**config.mk**
```make
export PLATFORM = sky130hd
export DESIGN_NAME = sync_fifo_ctrl
export DESIGN_NICKNAME = d
export VERILOG_FILES = /design/src/rtl/sync_fifo_ctrl.sv
export SDC_FILE = /design/constraint.sdc
export NUM_CORES = 1
export LEC_CHECK = 0
export BUFFER_PORTS_ARGS = -buffer_cell sky130_fd_sc_hd__buf_2
export CORE_ASPECT_RATIO = 0.7
export CORE_MARGIN = 2
export CORE_UTILIZATION = 35
export DETAILED_ROUTE_END_ITERATION = 8
export PLACE_DENSITY = 0.54
export REMOVE_ABC_BUFFERS = 1
export SKIP_CTS_REPAIR_TIMING = 1
export SLEW_MARGIN = 20
export SYNTH_ARGS = -nofsm -noshare
export SYNTH_HDL_FRONTEND = slang
export SYNTH_SLANG_ARGS = --single-unit
```
**constraint.sdc**
```tcl
create_clock -name clock -period 3.32 [get_ports clock]
set_input_delay 0.83 -clock clock [delete_from_list [all_inputs] [get_ports clock]]
set_output_delay 0.83 -clock clock [all_outputs]
set_load 0.01 [all_outputs]
```
**src/rtl/sync_fifo_ctrl.sv**
```systemverilog
// sync_fifo_ctrl: single-clock FIFO with configurable width/depth, optional
// first-word-fall-through read, almost-full/almost-empty thresholds, sticky
// overflow/underflow flags and a synchronous flush.
//
// Ports:
//   clock           rising-edge clock for all state
//   reset           asynchronous active-low reset
//   io_flush        synchronous clear of contents and sticky flags (highest priority)
//   io_wrReq_en     write request; io_wrReq_data is the word to write
//   io_wrReq_valid  write accepted this cycle (combinational)
//   io_full         count == DEPTH
//   io_almostFull   count >= AF_LEVEL
//   io_rdReq_en     read request (pop)
//   io_rdReq_data   read data (registered for FWFT=0, head of queue for FWFT=1)
//   io_rdReq_valid  io_rdReq_data holds a valid word
//   io_empty        count == 0
//   io_almostEmpty  count <= AE_LEVEL
//   io_count        occupancy 0..DEPTH
//   io_overflow     sticky: write requested while full
//   io_underflow    sticky: read requested while empty
module sync_fifo_ctrl #(
  parameter int unsigned DATA_W   = 8,
  parameter int unsigned DEPTH    = 16,
  parameter bit          FWFT     = 1'b0,
  parameter int unsigned AF_LEVEL = DEPTH - 2,
  parameter int unsigned AE_LEVEL = 1,
  localparam int unsigned CNT_W   = $clog2(DEPTH + 1)
) (
  input  logic              clock,
  input  logic              reset,
  input  logic              io_flush,
  input  logic              io_wrReq_en,
  input  logic [DATA_W-1:0] io_wrReq_data,
  output logic              io_wrReq_valid,
  output logic              io_full,
  output logic              io_almostFull,
  input  logic              io_rdReq_en,
  output logic [DATA_W-1:0] io_rdReq_data,
  output logic              io_rdReq_valid,
  output logic              io_empty,
  output logic              io_almostEmpty,
  output logic [CNT_W-1:0]  io_count,
  output logic              io_overflow,
  output logic              io_underflow
);

  localparam int unsigned PTR_W = (DEPTH > 1) ? $clog2(DEPTH) : 1;

  localparam logic [CNT_W-1:0] DepthCnt = CNT_W'(DEPTH);
  localparam logic [CNT_W-1:0] AfCnt    = CNT_W'(AF_LEVEL);
  localparam logic [CNT_W-1:0] AeCnt    = CNT_W'(AE_LEVEL);
  localparam logic [PTR_W-1:0] LastPtr  = PTR_W'(DEPTH - 1);

  logic [DATA_W-1:0] mem [DEPTH];

  logic [PTR_W-1:0]  wr_ptr_q, wr_ptr_d;
  logic [PTR_W-1:0]  rd_ptr_q, rd_ptr_d;
  logic [CNT_W-1:0]  count_q, count_d;
  logic [DATA_W-1:0] rd_data_q, rd_data_d;
  logic              rd_valid_q, rd_valid_d;
  logic              overflow_q, overflow_d;
  logic              underflow_q, underflow_d;

  logic wr_acc, rd_acc;

  // Status flags come from the registered count only.
  always_comb begin
    io_full        = (count_q == DepthCnt);
    io_empty       = (count_q == '0);
    io_almostFull  = (count_q >= AfCnt);
    io_almostEmpty = (count_q <= AeCnt);
    io_count       = count_q;
    io_overflow    = overflow_q;
    io_underflow   = underflow_q;
  end

  // Accept decisions use the registered flags, so a same-cycle pop never frees room for a
  // push and a same-cycle push never satisfies a pop from empty.
  always_comb begin
    wr_acc         = io_wrReq_en & ~io_full & ~io_flush;
    rd_acc         = io_rdReq_en & ~io_empty & ~io_flush;
    io_wrReq_valid = wr_acc;
  end

  always_comb begin
    wr_ptr_d    = wr_ptr_q;
    rd_ptr_d    = rd_ptr_q;
    count_d     = count_q;
    rd_data_d   = rd_data_q;
    rd_valid_d  = 1'b0;
    overflow_d  = overflow_q;
    underflow_d = underflow_q;

    if (io_flush) begin
      wr_ptr_d    = '0;
      rd_ptr_d    = '0;
      count_d     = '0;
      overflow_d  = 1'b0;
      underflow_d = 1'b0;
    end else begin
      if (wr_acc) begin
        wr_ptr_d = (wr_ptr_q == LastPtr) ? '0 : wr_ptr_q + 1'b1;
      end
      if (rd_acc) begin
        rd_ptr_d   = (rd_ptr_q == LastPtr) ? '0 : rd_ptr_q + 1'b1;
        rd_data_d  = mem[rd_ptr_q];
        rd_valid_d = 1'b1;
      end
      unique case ({wr_acc, rd_acc})
        2'b10:   count_d = count_q + 1'b1;
        2'b01:   count_d = count_q - 1'b1;
        default: count_d = count_q;
      endcase
      if (io_wrReq_en && io_full) overflow_d = 1'b1;
      if (io_rdReq_en && io_empty) underflow_d = 1'b1;
    end
  end

  always_ff @(posedge clock or negedge reset) begin
    if (!reset) begin
      wr_ptr_q    <= '0;
      rd_ptr_q    <= '0;
      count_q     <= '0;
      rd_data_q   <= '0;
      rd_valid_q  <= 1'b0;
      overflow_q  <= 1'b0;
      underflow_q <= 1'b0;
    end else begin
      wr_ptr_q    <= wr_ptr_d;
      rd_ptr_q    <= rd_ptr_d;
      count_q     <= count_d;
      rd_data_q   <= rd_data_d;
      rd_valid_q  <= rd_valid_d;
      overflow_q  <= overflow_d;
      underflow_q <= underflow_d;
    end
  end

  // Storage is deliberately not reset.
  always_ff @(posedge clock) begin
    if (wr_acc) begin
      mem[wr_ptr_q] <= io_wrReq_data;
    end
  end

  // FWFT presents the head directly; it is forced to zero while empty so the output is
  // defined (and zero) out of reset even though storage is not.
  always_comb begin
    if (FWFT) begin
      io_rdReq_valid = ~io_empty;
      io_rdReq_data  = io_empty ? '0 : mem[rd_ptr_q];
    end else begin
      io_rdReq_valid = rd_valid_q;
      io_rdReq_data  = rd_data_q;
    end
  end

endmodule

```
# Word-level counts from Yosys, hierarchy flattened
# Memories as Yosys holds them, arrays and structs flattened. A register that Yosys moved wholly into a read port is not among the register bits.
# Cells that the tools add are included.
# word_totals
ff_bits	16
ramBits	128
inputBits	13
out_inout_bits	21
memories	1
# op_classes
add_sub_neg	4
magnitude_cmp	2
n_eq_ne	5
mux	16
bitwise_logic	7
reduce_logical	10
# mem_list
name	words	word_bits	read_ports	rd_clocked_by_memory_dff	wr	line_no	rtl
mem	16	8	1	1	1	54	logic [DATA_W-1:0] mem [DEPTH];
# op_table
op	count
$mux 4	6
$pmux 5 s2	1
$add 4x1->4 const B	2
$eq 4x4->1 const B	2
$mux 1	8
$reduce_bool 2->1	4
$add 5x1->5 const B	1
$eq 5x5->1 const B	1
$ge 5x4->1 const B	1
$le 5x1->1 const B	1
$logic_not 5->1	1
$mux 5	1
$sub 5x1->5 const B	1
$and 1x1->1	4
$not 1->1	3
$reduce_bool 3->1	1
$eq 2x1->1 const B	1
$eq 2x2->1 const B	1
$logic_and 1x1->1	2
$reduce_and 2->1	1
$logic_not 1->1	1

# Longest topological paths before layout
# Gate-level depths: netlist of the first run.
# logic_depth
ltp_word	7
depth_mapped	9
ltp_nobuf	7

# Least setup slack after synthesis of the first run
# OpenSTA, ideal clock, no wires.
# synth_path
path_type	reg-to-reg
start	reg count_q[0], in the netlist io_count[0]
end	mem mem[0][0], enable pin
setup_ns	0.383
t_arrival_ns	2.565
slack_ns	0.372
path_stages_with_launch	8
n_path_buf	0
period_less_slack_ns	2.948
path_cell_list	dfrtp_1 > inv_1 > ha_1 > nand4bb_1 > inv_1 > nor3_1 > nand2_1 > nor3_1
# synth_via
elab_chain_len	6
# synth_rtl
item	line_no	rtl
start: declaration	58	logic [CNT_W-1:0] count_q, count_d;
start signal: assignment	131	count_q <= count_d;
$eq 5x5->1	68	io_full = (count_q == DepthCnt);
named net io_full	35	output logic io_full,
$not 1->1	80	wr_acc = io_wrReq_en & ~io_full & ~io_flush;
$and 1x1->1 (2 in a row)	80	
named net io_wrReq_valid	34	output logic io_wrReq_valid,
$mux 1	141	if (wr_acc) begin
$mux 1 (not written as such)	142	mem[wr_ptr_q] <= io_wrReq_data;
end: declaration	54	
# The timed path passes the listed nets, and every way through them passes these cells.

# Worst setup path in the final report of the first run
# layout_path
start	reg count_q[0], in the netlist io_count[0]
end	out io_wrReq_valid
# layout_via
elab_chain_len	4
# layout_rtl
item	line_no
$eq 5x5->1	68
$not 1->1	80
$and 1x1->1 (2 in a row)	80
end: declaration	34
# Every way passes these cells.

==> impl_metrics.py, run 1 <==
metrics = {
    "detailed_routing": {
        "drt_wl_total_um": 14000,
        "firstDrtPassIters": 5,
        "vias": 3395,
        "drcViolationCount": 0,
        "ant_nets": 0,
        "wl_per_cell_um": 21.2,
        "drt_iter0_drc": 315,
        "vias_per_cell": 5.14,
    },
    "layout": {
        "fill_cells": 1585,
        "fin_nets": 439,
        "drive_above_1_share_pct": 28.9,
        "final_cell_mix": "edfxtp_1 (128), buf_2 (33), mux4_2 (32)",
        "syn2layout_area_growth_pct": 17.5,
        "mostFrequentLayoutCell": "edfxtp_1",
        "antennaDiodeCount": 0,
    },
    "place": {
        "dp_hpwl_um": 8860,
        "dp_worst_setup_slack_ps": 649,
        "gp_congestion": 0.799,
        "portBuffers": 33,
    },
    "clocking": {
        "cts_tree": "done",
        "clkTransAtPathRegs_ps": 60,
        "cts_buffers": 17,
        "clockBufferDepth": 2,
        "h-tree-depth": 4,
        "cts.sinks": 152,
        "cts-root-buf": "clkbuf_16",
        "clk_latency_ps": 410,
    },
    "timing": {
        "hold_viol": 0,
        "maxSlewHeadroom_pct": 46.5,
        "tns_ps": 0,
        "rsz0062_at_grt": "false",
        "slew_violations": 0,
        "period_needed_ps": 3010,
        "max_freq_mhz": 332,
        "timing.final.ws_setup_ps": 312,
        "skew_ps": 9.09,
        "min_period_over_period_pct": 90.6,
        "worst_slew_pin_slew_ps": 803,
        "setup_violations": 0,
    },
    "synthesis": {
        "synth_top_area_cell": "edfxtp_1",
        "yosysTopAreaCellShare_pct": 61.4,
        "syn-cell-area_um2": 6260,
        "ys.flop_type": "edfxtp_1",
        "avgSynthCellArea_um2": 17.2,
        "netlist_instances": 364,
        "ys_async_sr_fraction_pct": 15.8,
        "yosys_warnings": 0,
        "ys_top_cells_by_area": "edfxtp_1 (61%), mux4_2 (12%), dfrtp_1 (9.6%)",
        "synth-edff-count": 128,
        "ys_seq_area_share_pct": 71.0,
        "synth-seq-cells": 152,
        "ys_types": 46,
    },
    "power": {
        "ir_drop_mv": 0.282,
        "p_leak_nw": 2.50,
        "p_per_area_nw_per_um2": 692,
    },
    "floorplanning": {
        "core_um2": 17300,
        "rows": 40,
        "die_h_um": 116,
        "die_x_um": 164,
        "die_area_um2": 19000,
        "initial_core_util_pct": 36.2,
        "io_pins": 34,
    },
    "global_routing": {
        "grt_usage_pct": 15.7,
        "grt_pass1_vias": 3443,
        "grt_max_degree": 25,
        "globalRouteOverflowTotal": 0,
        "grt_pass1_wl_um": 21300,
        "antenna_found_initial": 0,
    },
    "critical_path": {
        "crit_chain": "inv_1 -> ha_1 -> nand4bb_2 -> inv_1 -> nor3_1 -> buf_4 -> buf_2",
        "reg2regPathDepth": 8,
        "critPathKind": "reg -> out",
        "cp.required_ps": 2490,
        "crit_start": "io_count[0]",
        "r2r-start": "io_count[0]",
        "crit_end": "io_wrReq_valid",
        "crit_arrival_ps": 2180,
        "reg2reg_slack_ps": 830,
        "slowest_delay_ps": 470,
        "cp-start-kind": "register",
        "slowest_stage": "dfrtp_1",
        "cp-end-kind": "output pin",
        "reg2reg_to": "io_rdReq_data[1]",
        "crit_path_frequent_cell": "inv_1",
        "cp_max_fo": 8,
    },
    "job": {
        "maxCapViolations": 0,
    },
    "worst_hold_path": {
        "min_path_type": "in -> async",
    },
    "run_status": {
        "status": "finished clean",
    },
}
metal layers:
| metal | part of all wire, % | global-route usage [%] |
|---|---|---|
| met5 | 0 | 0 |
| met4 | 0.72 | 4.91 |
| met3 | 4.1 | 3.79 |
| met2 | 46 | 23.4 |
| met1 | 49 | 22.9 |
registers in the layout, indices dropped and copies added (netlist names):
name            cells
mem               128
io_count            5
io_rdReq_valid      1
io_rdReq_data       8
io_underflow        1
wr_ptr_q            4
rd_ptr_q            4
io_overflow         1
how the worst min path moves through the flow:
stage	startpoint	to	slack, ps	cells after the start
3_5_place_dp	io_rdReq_data[7]	io_rdReq_data[7]	480	1
2_1_floorplan	reset	io_count[0]	530	0
4_1_cts	reset	io_count[2]	450	1
3_3_place_gp	io_rdReq_data[5]	io_rdReq_data[5]	470	1
6_report	reset	io_count[2]	430	1
5_1_grt	reset	io_underflow	470	1
cell families (layout without fill, tap and decap cells):
family	after synthesis	after routing	share of synthesized area (%)
buf+inv	29	94	2.10
xor+xnor	2	2	0.280
compound gates	47	47	5.73
flops	152	152	71.0
mux	34	34	11.9
fa+ha+maj	10	10	2.00
simple gates	90	90	7.03
critical path: cells and delay by family, from the launching register on:
family / cells / cell delay (ps)
buffers and inverters: 4 / 720
DFF: 1 / 470
and+or+nand+nor: 2 / 340
adders and majority gates: 1 / 230
through the flow:
stage	instance area (µm²)	hold WS [ps]	instances	util [%]	total power (W)
floorplan	6160	526	343	-	0.00291
global placement	6780	467	628	39.1	0.00324
detailed placement	6780	484	628	39.1	0.00325
CTS	7350	446	660	42.5	0.00514
global route	7360	465	660	42.5	0.00531
finish	7360	434	660	42.5	0.00509
synthesized netlist by cell type, types with 2 or more instances:
library cell and number:
o21ai_0 4, nand4_1 10, mux4_2 32, nand2_1 30, o21a_1 8, a311oi_1 3
inv_1 7, nor3_1 6, ha_1 10, clkbuf_1 8, a211oi_4 2, buf_2 6
nand3_1 6, xor2_1 2, dfrtp_1 24, nor2b_1 3, nand2b_1 4, buf_1 5
edfxtp_1 128, or3_1 2, buf_6 2, a22oi_1 8, a21oi_1 11, nor2_1 21
report_power, final:
group,leakage (nW),switching (W),total [W],internal [W]
clock network,0.271,0.000758,0.00189,0.00113
logic,0.771,0.000460,0.000896,0.000436
registers,1.46,0.000141,0.00230,0.00216
total,2.50,0.00136,0.00509,0.00373
cell type report:
type / instances / area, µm² / share of cell area [%]
Timing Repair Buffer: 54 / 323 / 4.39
Tap cell: 231 / 289 / 3.93
Inverter: 8 / 30.0 / 0.408
Clock inverter: 10 / 123 / 1.67
Clock buffer: 22 / 454 / 6.17
Multi-Input combinational cell: 183 / 1690 / 23.0
Sequential cell: 152 / 4450 / 60.4
No activity file was read; power rests on OpenSTA's default activity.
==> inputs of run 2 (changes only) <==
--- a/config.mk
+++ b/config.mk
@@ -5,12 +5,13 @@
 export SDC_FILE = /design/constraint.sdc
 export NUM_CORES = 1
 export LEC_CHECK = 0
+export ABC_AREA = 1
 export BUFFER_PORTS_ARGS = -buffer_cell sky130_fd_sc_hd__buf_2
 export CORE_ASPECT_RATIO = 0.7
 export CORE_MARGIN = 2
 export CORE_UTILIZATION = 35
 export DETAILED_ROUTE_END_ITERATION = 8
-export PLACE_DENSITY = 0.54
+export PLACE_DENSITY = 0.53
 export REMOVE_ABC_BUFFERS = 1
 export SKIP_CTS_REPAIR_TIMING = 1
 export SLEW_MARGIN = 20
==> run 2 against run 1 <==
Compared with the run above:
- maximum frequency increased by 6.7%
- synthesized cell count increased by 73%
- register-to-register slack got worse by 90 ps
- power increased by 11%
- clock-buffer cell count decreased by 5
- via count increased by 34%
- non-clock buffer count decreased by 10
- clock skew about the same
- cell area increased by 3.5%
- worst setup slack improved by 190 ps
- critical path type unchanged
- critical endpoint unchanged
- largest power group unchanged
==> impl_metrics.py, run 2 <==
metrics = {
    "run_status": {
        "status": "finished clean",
    },
    "global_routing": {
        "met1_usage_pct": 26.3,
        "grt_pass1_vias": 4484,
        "grt_busiest_layer": "met1",
        "grt_max_degree": 67,
        "grt_pass1_wl_um": 25700,
        "antenna_found_initial": 0,
        "use_met3_pct": 5.32,
        "grt_usage_pct": 17.1,
        "grt_use_met2_pct": 23.2,
        "globalRouteOverflowTotal": 0,
    },
    "timing": {
        "tns_ps": 0,
        "rsz0062_at_grt": "false",
        "skew_ps": 9.47,
        "slew_violations": 0,
        "setup_violations": 0,
        "worst_slew_pin_slew_ps": 793,
        "period_needed_ps": 2820,
        "hold_viol": 0,
        "max_freq_mhz": 355,
        "min_period_over_period_pct": 84.9,
        "timing.final.ws_setup_ps": 500,
        "maxSlewHeadroom_pct": 46.9,
    },
    "synthesis": {
        "synth.most_common_cell": "nand2_1",
        "synth-edff-count": 128,
        "ys_async_sr_fraction_pct": 15.8,
        "avgSynthCellArea_um2": 10.6,
        "netlist_instances": 628,
        "synthTopCellsByCount": "nand2_1 (202), edfxtp_1 (128), nor2_1 (80), nand3_1 (55), o21ai_0 (28)",
        "synth-seq-cells": 152,
        "ys_seq_area_share_pct": 66.7,
        "ys.flop_type": "edfxtp_1",
        "yosys_warnings": 0,
        "synth_top_area_cell": "edfxtp_1",
        "ys_types": 27,
        "ys_top_cells_by_area": "edfxtp_1 (58%), nand2_1 (11%), dfrtp_1 (9.0%)",
        "yosysTopAreaCellShare_pct": 57.7,
        "syn-cell-area_um2": 6660,
    },
    "layout": {
        "fill_cells": 1787,
        "drive_above_1_share_pct": 13.8,
        "fin_nets": 684,
        "syn2layout_area_growth_pct": 14.3,
        "layout.area.seq_um2": 4450,
        "largest_reg_flops": 128,
        "final_cell_mix": "nand2_1 (202), edfxtp_1 (128), nor2_1 (80)",
        "regMostFlops": "mem",
        "multi_input_area_um2": 1930,
        "fin_area_um2": 7620,
        "mostFrequentLayoutCell": "nand2_1",
        "antennaDiodeCount": 0,
        "finalNonFillerCells": 916,
    },
    "critical_path": {
        "crit_arrival_ps": 1990,
        "cp-start-kind": "register",
        "critPathKind": "reg -> out",
        "cp.required_ps": 2490,
        "cp-end-kind": "output pin",
        "cp_max_fo": 7,
    },
    "clocking": {
        "clockBufferDepth": 2,
        "cts_buffers": 17,
        "clk_latency_ps": 420,
        "cts_tree": "done",
        "clkTransAtPathRegs_ps": 60,
        "cts.sinks": 152,
        "h-tree-depth": 4,
        "cts-root-buf": "clkbuf_16",
    },
    "place": {
        "portBuffers": 33,
        "placed_cells": 884,
        "dp_hpwl_um": 10700,
        "gp_congestion": 0.824,
        "dp_worst_setup_slack_ps": 574,
        "placedInstanceArea_um2": 7020,
    },
    "detailed_routing": {
        "drt_wl_total_um": 16300,
        "vias": 4554,
        "firstDrtPassIters": 5,
        "drt_iter0_drc": 472,
        "wl_per_cell_um": 17.8,
        "vias_per_cell": 4.97,
        "drcViolationCount": 0,
        "ant_nets": 0,
    },
    "power": {
        "p_per_area_nw_per_um2": 743,
        "p_leak_nw": 3.00,
        "ir_drop_mv": 0.380,
    },
    "floorplanning": {
        "core_um2": 18800,
        "die_area_um2": 20200,
        "initial_core_util_pct": 35.5,
        "die_x_um": 169,
        "io_pins": 34,
        "die_h_um": 119,
        "rows": 42,
    },
    "worst_hold_path": {
        "min_path_type": "in -> async",
    },
    "job": {
        "maxCapViolations": 0,
    },
}
==> run 2: changes by cell type in the layout (fill, tap and decap cells not counted), sizes merged, moves of 5 or more <==
cell,delta
clkbuf,-5
inv,+19
nand3,+53
nand4,-10
buf,-10
nor2,+61
o21a,-8
o21ai,+37
nand2,+175
mux4,-32
a22oi,-9
==> run 2: cell families (layout without fill, tap and decap cells) <==
group / count (synthesis) / after routing / share of synthesized area, %
AND/OR/NAND/NOR: 351 / 351 / 22.1
flip-flops: 152 / 152 / 66.7
buffers and inverters: 56 / 102 / 4.36
AO/OA/AOI/OAI: 53 / 53 / 4.21
adder cells (fa/ha/maj): 10 / 10 / 1.88
XOR/XNOR: 6 / 6 / 0.789
==> run 2: worst max-delay path, stage by stage, from the launching register on <==
cell	delay [ps]
dfrtp_1	430
inv_1	140
ha_1	300
nand3_4	130
nand3_2	170
inv_1	210
buf_2	190
==> run 2: power by group <==
group	total, W	internal [W]	switching, W	leakage (nW)
clock network	0.00194	0.00112	0.000819	0.276
registers	0.00226	0.00217	0.0000930	1.47
logic	0.00145	0.000462	0.000993	1.26
total	0.00566	0.00376	0.00190	3.00
==> run 2: per-layer routing <==
metal,vias to the layer above,part of all wire (%)
met5,-,0
met4,0,0.89
met3,15,7.7
met2,138,41
met1,2222,50
li1,2179,-
==> run 2: layout make-up <==
| cell class | instances | share of cell area, % |
|---|---|---|
| Inverter | 26 | 1.28 |
| Timing Repair Buffer | 44 | 3.25 |
| Tap cell | 242 | 3.98 |
| Clock buffer | 17 | 5.58 |
| Clock inverter | 15 | 2.22 |
| Sequential cell | 152 | 58.4 |
| Multi-Input combinational cell | 420 | 25.3 |
==> run 2: final timing paths <==
kind,start,to,slack (ps),cells after the start
worst max register to register,io_count[0],mem[6][3],740,7
min in group clock,io_rdReq_data[3],io_rdReq_data[3],480,2
worst min register to register,io_rdReq_data[3],io_rdReq_data[3],480,2
worst max-delay path,io_count[0],io_wrReq_valid,500,6
worst min-delay path,reset,io_rdReq_data[3],390,1
max in group asynchronous,reset,rd_ptr_q[0],2550,1
==> run 2: through the flow <==
stage	hold slack [ps]	total power, W	utilization [%]
2_1_floorplan	515	0.00326	-
3_3_place_gp	467	0.00374	37.4
3_5_place_dp	460	0.00376	37.4
4_1_cts	405	0.00570	40.6
5_1_grt	431	0.00600	40.6
6_report	387	0.00566	40.6
